## src/rtl/abs_pos_calc_engine.sv

```systemverilog
// abs_pos_calc_engine
// Responder side of the absolute-position calculation handshake. Captures one
// axis's hardware counter, set position and counts-per-metre on a start
// request and returns
//    set_position + trunc(hw_counter * NM_PER_M / counts_per_m)   (mod 2^64)
// after a fixed 66-cycle latency (1 multiply cycle, 64 divide cycles, 1 add).
//
// Optional build macro:
//   ABS_POS_ROUND_EN  round the quotient magnitude half away from zero
//                     instead of truncating (same latency and interface).
//
// Ports:
//   clk                               clock, rising edge
//   rst                               synchronous active-low reset
//   start_hls_calculations            request, sampled only while hls_ready=1
//   selected_axis_hw_counter          signed counts
//   selected_axis_set_position_part1  set position [31:0], nm
//   selected_axis_set_position_part2  set position [63:32], nm (signed 64-bit)
//   selected_axis_counts_per_m        unsigned divisor
//   hls_ready                         idle, able to accept a start
//   hls_done                          one-cycle result-valid pulse
//   selected_axis_hls_calculated_abs_pos  signed result, nm, held until next done
//   div_by_zero                       last result was computed with divisor 0
module abs_pos_calc_engine #(
   parameter int unsigned NM_PER_M = 32'd1000000000
) (
   input  logic        clk,
   input  logic        rst,
   input  logic        start_hls_calculations,
   input  logic [31:0] selected_axis_hw_counter,
   input  logic [31:0] selected_axis_set_position_part1,
   input  logic [31:0] selected_axis_set_position_part2,
   input  logic [31:0] selected_axis_counts_per_m,
   output logic        hls_ready,
   output logic        hls_done,
   output logic [63:0] selected_axis_hls_calculated_abs_pos,
   output logic        div_by_zero
);

   localparam int unsigned CNT_W = 6;
   localparam logic [29:0] NM_C  = 30'(NM_PER_M);

   typedef enum logic [1:0] {
      S_IDLE = 2'd0,
      S_MULT = 2'd1,
      S_DIV  = 2'd2,
      S_ADD  = 2'd3
   } state_t;

   state_t state_q, state_d;

   // captured operands
   logic [31:0] hw_q,  hw_d;
   logic [63:0] sp_q,  sp_d;
   logic [31:0] cpm_q, cpm_d;

   // divider: quo_q starts as the dividend and shifts quotient bits in at the bottom
   logic [63:0]      quo_q, quo_d;
   logic [31:0]      rem_q, rem_d;
   logic [CNT_W-1:0] cnt_q, cnt_d;

   // registered outputs
   logic        ready_q,  ready_d;
   logic        done_q,   done_d;
   logic [63:0] result_q, result_d;
   logic        dz_q,     dz_d;

   logic        accept;
   logic [31:0] hw_mag;
   logic [63:0] product;
   logic [32:0] rem_shift;
   logic        rem_ge;
   logic [63:0] q_mag;
   logic [63:0] q_signed;

   assign accept = ready_q && start_hls_calculations;

   // State register
   always_ff @(posedge clk) begin
      if (!rst) begin
         state_q <= S_IDLE;
      end else begin
         state_q <= state_d;
      end
   end

   // Next-state logic
   always_comb begin
      state_d = state_q;
      case (state_q)
         S_IDLE:  if (accept) state_d = S_MULT;
         S_MULT:  state_d = S_DIV;
         S_DIV:   if (cnt_q == CNT_W'(63)) state_d = S_ADD;
         S_ADD:   state_d = S_IDLE;
         default: state_d = S_IDLE;
      endcase
   end

   // Magnitude of the counter; -2^31 maps to 2^31, which still fits 32 bits unsigned
   assign hw_mag    = hw_q[31] ? 32'(32'd0 - hw_q) : hw_q;
   assign product   = 64'(hw_mag) * 64'(NM_C);
   assign rem_shift = {rem_q, quo_q[63]};
   assign rem_ge    = rem_shift >= {1'b0, cpm_q};

   // Quotient magnitude with optional round-half-away-from-zero
   always_comb begin
      q_mag = quo_q;
`ifdef ABS_POS_ROUND_EN
      if ((cpm_q != 32'd0) && ({rem_q, 1'b0} >= {1'b0, cpm_q})) begin
         q_mag = quo_q + 64'd1;
      end
`endif
      q_signed = hw_q[31] ? 64'(64'd0 - q_mag) : q_mag;
   end

   // Output and datapath next values
   always_comb begin
      hw_d     = hw_q;
      sp_d     = sp_q;
      cpm_d    = cpm_q;
      quo_d    = quo_q;
      rem_d    = rem_q;
      cnt_d    = cnt_q;
      ready_d  = ready_q;
      done_d   = 1'b0;
      result_d = result_q;
      dz_d     = dz_q;
      case (state_q)
         S_IDLE: begin
            // ready rises one cycle after reset release, so that edge never accepts
            ready_d = 1'b1;
            if (accept) begin
               ready_d = 1'b0;
               hw_d    = selected_axis_hw_counter;
               sp_d    = {selected_axis_set_position_part2, selected_axis_set_position_part1};
               cpm_d   = selected_axis_counts_per_m;
            end
         end
         S_MULT: begin
            quo_d = product;
            rem_d = 32'd0;
            cnt_d = '0;
         end
         S_DIV: begin
            cnt_d = cnt_q + CNT_W'(1);
            if (cpm_q == 32'd0) begin
               // shift the dividend out and zeros in: quotient ends as 0
               quo_d = {quo_q[62:0], 1'b0};
            end else begin
               quo_d = {quo_q[62:0], rem_ge};
               rem_d = rem_ge ? 32'(rem_shift - {1'b0, cpm_q}) : rem_shift[31:0];
            end
         end
         S_ADD: begin
            result_d = sp_q + q_signed;
            dz_d     = (cpm_q == 32'd0);
            done_d   = 1'b1;
            ready_d  = 1'b1;
         end
         default: ;
      endcase
   end

   // Datapath and output registers
   always_ff @(posedge clk) begin
      if (!rst) begin
         hw_q     <= '0;
         sp_q     <= '0;
         cpm_q    <= '0;
         quo_q    <= '0;
         rem_q    <= '0;
         cnt_q    <= '0;
         ready_q  <= 1'b0;
         done_q   <= 1'b0;
         result_q <= '0;
         dz_q     <= 1'b0;
      end else begin
         hw_q     <= hw_d;
         sp_q     <= sp_d;
         cpm_q    <= cpm_d;
         quo_q    <= quo_d;
         rem_q    <= rem_d;
         cnt_q    <= cnt_d;
         ready_q  <= ready_d;
         done_q   <= done_d;
         result_q <= result_d;
         dz_q     <= dz_d;
      end
   end

   assign hls_ready                            = ready_q;
   assign hls_done                             = done_q;
   assign selected_axis_hls_calculated_abs_pos = result_q;
   assign div_by_zero                          = dz_q;

endmodule

```

## config.mk

```make
export PLATFORM = sky130hd
export DESIGN_NAME = abs_pos_calc_engine
export DESIGN_NICKNAME = d
export VERILOG_FILES = /design/src/rtl/abs_pos_calc_engine.sv
export SDC_FILE = /design/constraint.sdc
export NUM_CORES = 2
export LEC_CHECK = 0
export BUFFER_PORTS_ARGS = -buffer_cell sky130_fd_sc_hd__buf_2
export CAP_MARGIN = 30
export CORE_UTILIZATION = 40
export CTS_BUF_LIST = sky130_fd_sc_hd__clkbuf_8
export CTS_CLUSTER_SIZE = 8
export DETAILED_ROUTE_END_ITERATION = 12
export GPL_TIMING_DRIVEN = 0
export SETUP_SLACK_MARGIN = 0.05
export SYNTH_ARGS = -nofsm -noshare
export SYNTH_HDL_FRONTEND = slang
export SYNTH_SLANG_ARGS = --single-unit
```

## constraint.sdc

```tcl
create_clock -name clk -period 13.87 [get_ports clk]
set_clock_uncertainty 0.1 [all_clocks]
set_input_delay 0 -clock clk [delete_from_list [all_inputs] [get_ports clk]]
set_output_delay 0 -clock clk [all_outputs]
set_load 0.05 [all_outputs]
```

After elaboration in Yosys (flattened, before gate mapping). Index checks and enable logic that the tools add are counted.

Add/sub/neg operators: 5. $mul: 1. Magnitude comparators: 1. Equal/unequal tests: 7. Multiplexer cells: 14. Reductions and logical operators: 8.

Operator list (number): $pmux 64 s2 (1); $mux 32 (3); $add 64x64->64 (1); $mux 64 (1); $pmux 32 s2 (1); $sub 1x64->64 const A (1); $mul 32x21->53 const B (1); $ge 33x32->1 (1); $logic_not 32->1 (1); $sub 1x32->32 const A (1); $sub 32x32->32 (1); $pmux 6 s2 (1); $pmux 2 s4 (1); $add 6x1->6 const B (1); $eq 6x6->1 const B (1); $ne 2x2->1 const B (3); $reduce_and 2->1 (3); $eq 2x2->1 const B (2); $mux 2 (2); $reduce_bool 2->1 (2); $mux 1 (3); $eq 2x1->1 const B (1); $logic_not 2->1 (1); $pmux 1 s2 (1); $logic_and 1x1->1 (1).

Register bits after elaboration: 299. Bits of input ports: 131. Output and inout port bits: 67. Word-level logic and storage cells: 47.

Depth between registers and ports, before layout.
Depth in word-level cells: 4. Depth in mapped cells: 33.

Worst setup path after synthesis. OpenSTA, ideal clock, no wires.

Path type: register to register. Start point: register hw_q[5]. End point: register quo_q[60] (netlist: q_mag[60]). Data arrival time: 8388 ps. Slack: 5256 ps. Stages on the path, launching flop included: 30. Clock period less this slack: 8614 ps. Path through: dfxtp_1 -> or4_1 -> nor4_1 -> nand2b_1 -> or4_1 -> or3_1 -> and2_1 -> xor2_1 -> ha_1 -> fa_1 -> fa_1 -> fa_1 -> inv_1 -> fa_1 -> inv_1 -> fa_1 -> inv_1 -> fa_1 -> inv_1 -> ha_1 -> a21oi_1 -> o21ai_0 -> nor4_1 -> inv_1 -> a311o_1 -> a41oi_1 -> o21ai_0 -> and4b_1 -> nor3_1 -> o211ai_1.

Cells in the longest elaborated chain, start to end: 4.

Ends and longest elaborated chain: start, declared (RTL line 53) `logic [31:0] hw_q, hw_d;`; start signal, assigned (RTL line 178) `hw_q <= hw_d;`; $sub 1x32->32 (RTL line 100) `assign hw_mag = hw_q[31] ? 32'(32'd0 - hw_q) : hw_q;`; $mux 32 * (RTL line 100); $mul 32x21->53 * (RTL line 101) `assign product = 64'(hw_mag) * 64'(NM_C);`; $pmux 64 s2 * (RTL line 128) `case (state_q)`; end signal, assigned (RTL line 181) `quo_q <= quo_d;`; end, declared (RTL line 58) `logic [63:0] quo_q, quo_d;`.

Mark *: on every way between the ends. The rest lies on a longest branch, timed or not. A chain may end at the register's enable or synchronous reset.

Final worst setup path.
Start point: register hw_q[31]. End point: register quo_q[60] (netlist: q_mag[60]).

Same word-level chain as after synthesis.

==> results.sh <==
export IMPL_synth_ff_type="dfxtp_1"
export IMPL_outcome="finished clean"
export IMPL_wire_per_inst_um=18.5
export IMPL_syn_cell_area_um2=31900
export IMPL_dr_first_iter_drc_count=1868
export IMPL_cts_buffers=55
export IMPL_cts_tree="yes"
export IMPL_remaining_drc_errors=0
export IMPL_fmax_mhz=99.1
export IMPL_crit_fanout=10
export IMPL_area_delta_synth_final_pct=18.2
export IMPL_path_common_cell="fa_1"
export IMPL_die_h_um=284
export IMPL_setup_violations_final=0
export IMPL_critPathKind="flop to flop"
export IMPL_cts_max_level=2
export IMPL_multi_input_area_um2=23200
export IMPL_dr_wl_met3_um=5960
export IMPL_portBuffers=197
export IMPL_pin_count=198
export IMPL_maxSlewHeadroom_pct=26.7
export IMPL_syn_avg_cell_area_um2=8.23
export IMPL_clk_path_buf_depth=3
export IMPL_cp_end_kind="flop"
export IMPL_critPathLaunchType="flop"
export IMPL_hold_violations=0
export IMPL_slew_violations=0
export IMPL_drive_above_1_share_pct=7.48
export IMPL_clock_sinks=299
export IMPL_synth_edf_count=0
export IMPL_r2r_slack_ps=3780
export IMPL_yosys_warnings=0
export IMPL_grtUsageTotal_pct=24.6
export IMPL_fp_dieArea_um2=80900
export IMPL_cpPeakStageDelay_ps=790
export IMPL_cts_setup_buffers=0
export IMPL_fin_tns_setup_ps=0
export IMPL_grt_pass1_vias=28000
export IMPL_finalWeightedCongestion=0.936
export IMPL_m1WireLength_um=46300
export IMPL_worst_skew_pair_late_latency_ps=700
export IMPL_worstMarginPinSlew_ps=1090
export IMPL_cap_viol_max_count=0
export IMPL_critical_path_slowest_cell="clkbuf_1"
export IMPL_vias=28600
export IMPL_firstDrtPassIters=6
export IMPL_synth_common_cells="inv_1 (567), nand2_1 (523), ha_1 (355)"
export IMPL_wl_met2_um=46000
export IMPL_synth_area_leaders="fa_1 (19%), dfxtp_1 (19%), ha_1 (14%)"
export IMPL_viasPerCell=5.24
export IMPL_grt_ovfl_total=0
export IMPL_grt_max_degree=17
export IMPL_yosysMostFrequentCell="inv_1"
export IMPL_synth_top_area_share_pct=19.1
export IMPL_postCtsResizedCells=0
export IMPL_core_area_um2=79000
export IMPL_post_synth_num_cell_types=75
export IMPL_antenna_found_initial=3
export IMPL_cts_root_buffer="clkbuf_8"
export IMPL_synth_yosys_seq_area_share_pct=18.8
export IMPL_fp_dieW_um=284
export IMPL_grt_setup_unrepaired="no"
export IMPL_async_reset_ff_share_pct=0
export IMPL_ant_nets=0
export IMPL_synth_nets=4669
export IMPL_yosysTopAreaCell="fa_1"
export IMPL_fin_nets=5153
export IMPL_grt_pass1_wl_um=157000
export IMPL_dp_hpwl_um=81000
export IMPL_start_util_pct=40.4
export IMPL_routed_wl_um=101000
export IMPL_core_rowCount=103
export IMPL_period_needed_ps=10090
export IMPL_routed_top_layer="met4"
export IMPL_min_period_over_period_pct=72.7
export IMPL_clkSlewWorstSetupHoldPaths_ps=80
export IMPL_fillers=7712
export IMPL_holdCritPathClass="input port to flop"
export IMPL_syn_inst=3878
export IMPL_ff_latch_area_um2=5990
export IMPL_cp_required_ps=14320
export IMPL_synth_seq_cells=299
export IMPL_cp_arrival_ps=10530
==> kinds of logic after synthesis <==
| group | share of synthesized area, % |
|---|---|
| xor gates and xnor gates | 6.61 |
| adders and majority gates | 33.1 |
| and+or+nand+nor | 13.7 |
| buffers and inverters | 8.65 |
| AOI/OAI and AO/OA | 17.5 |
| DFF | 18.8 |
| muxes | 1.79 |
==> per-layer routing <==
layer | global-route usage, % | up-vias
li1 | - | 14000
met1 | 33.9 | 13700
met2 | 40.2 | 799
met3 | 3.19 | 143
met4 | 6.52 | 0
met5 | 0 | -
==> what timing repair did <==
action                                  in CTS  in global routing
hold endpoints to repair                   159                  0
hold buffers                               206                  0
endpoints found under the setup margin       0                  0
==> path summary, 6_finish.rpt <==
path	start	to	cells after the start
hold reg to reg	selected_axis_hls_calculated_abs_pos[55]	selected_axis_hls_calculated_abs_pos[55]	2
setup / recovery	hw_q[31]	q_mag[60]	27
setup reg to reg	hw_q[31]	q_mag[60]	27
hold / removal	selected_axis_hw_counter[0]	hw_q[0]	4
==> area by class of cell <==
type                    count  area share (%)
clock buffers              66            2.41
inverters                 569            5.66
well taps                1050            3.48
clock inverters            29           0.687
repair buffers            427            8.78
diodes                      2          0.0133
plain buffers             166            1.66
multi-input cells        2844            61.4
flip-flops and latches    299            15.9
==> cells in the final DEF, fill, tap and decap left out, types with 8 or more instances in the layout <==
| master | count |
|---|---|
| a22o_1 | 9 |
| mux2i_1 | 57 |
| o41ai_1 | 14 |
| or3_1 | 27 |
| nor3_1 | 38 |
| nor2_1 | 170 |
| nand4_1 | 35 |
| or4_1 | 15 |
| o21a_1 | 9 |
| o31ai_1 | 30 |
| xor2_1 | 78 |
| dfxtp_1 | 299 |
| nand3_1 | 60 |
| and3_1 | 21 |
| buf_2 | 198 |
| o211ai_1 | 23 |
| a211oi_1 | 27 |
| dlygate4sd3_1 | 206 |
| a21o_1 | 106 |
| clkbuf_1 | 149 |
| a21boi_0 | 9 |
| xnor2_1 | 162 |
| ha_1 | 355 |
| fa_1 | 305 |
| nand2_1 | 523 |
| o21bai_1 | 20 |
| nor2b_1 | 18 |
| inv_1 | 581 |
| buf_1 | 14 |
| nand2b_1 | 12 |
| nor4_1 | 21 |
| and2_1 | 10 |
| a31oi_1 | 24 |
| a21oi_1 | 351 |
| o21ai_0 | 200 |
| clkbuf_8 | 66 |
| buf_6 | 10 |
| o221ai_1 | 11 |
| buf_4 | 8 |
==> critical path, delay by kind of cell (launching register included) <==
kind | cells | cell delay [ps]
adders and majority gates | 8 | 3670
buffers and inverters | 7 | 1860
and+or+nand+nor | 3 | 780
xor gates and xnor gates | 1 | 660
AOI/OAI and AO/OA | 8 | 2160
DFF | 1 | 700
==> stage by stage <==
| stage | hold slack (ps) | utilization, % | instances | setup slack, ps | cell area (µm²) |
|---|---|---|---|---|---|
| after global routing | 27.7 | 47.7 | 5451 | 3140 | 37700 |
| final | 32.9 | 47.7 | 5452 | 3780 | 37700 |
| after CTS | 0.0374 | 47.7 | 5449 | 3680 | 37700 |
| after detailed placement | 146 | 43.6 | 5148 | 3760 | 34500 |
| after floorplan | 36.0 | - | 3878 | 5260 | 31900 |
| after global placement | 141 | 43.3 | 5125 | 2800 | 34200 |
==> flip-flops by register name, summed over array words and instances (netlist names) <==
register,flops
cnt_q,6
cpm_q,32
div_by_zero,1
hls_done,1
hls_ready,1
hw_q,32
q_mag,64
rem_q,32
selected_axis_hls_calculated_abs_pos,64
sp_q,64
state_q,2
Power is not shown: default switching activity piles up to over one toggle a cycle in this logic, so the estimate is an artifact.
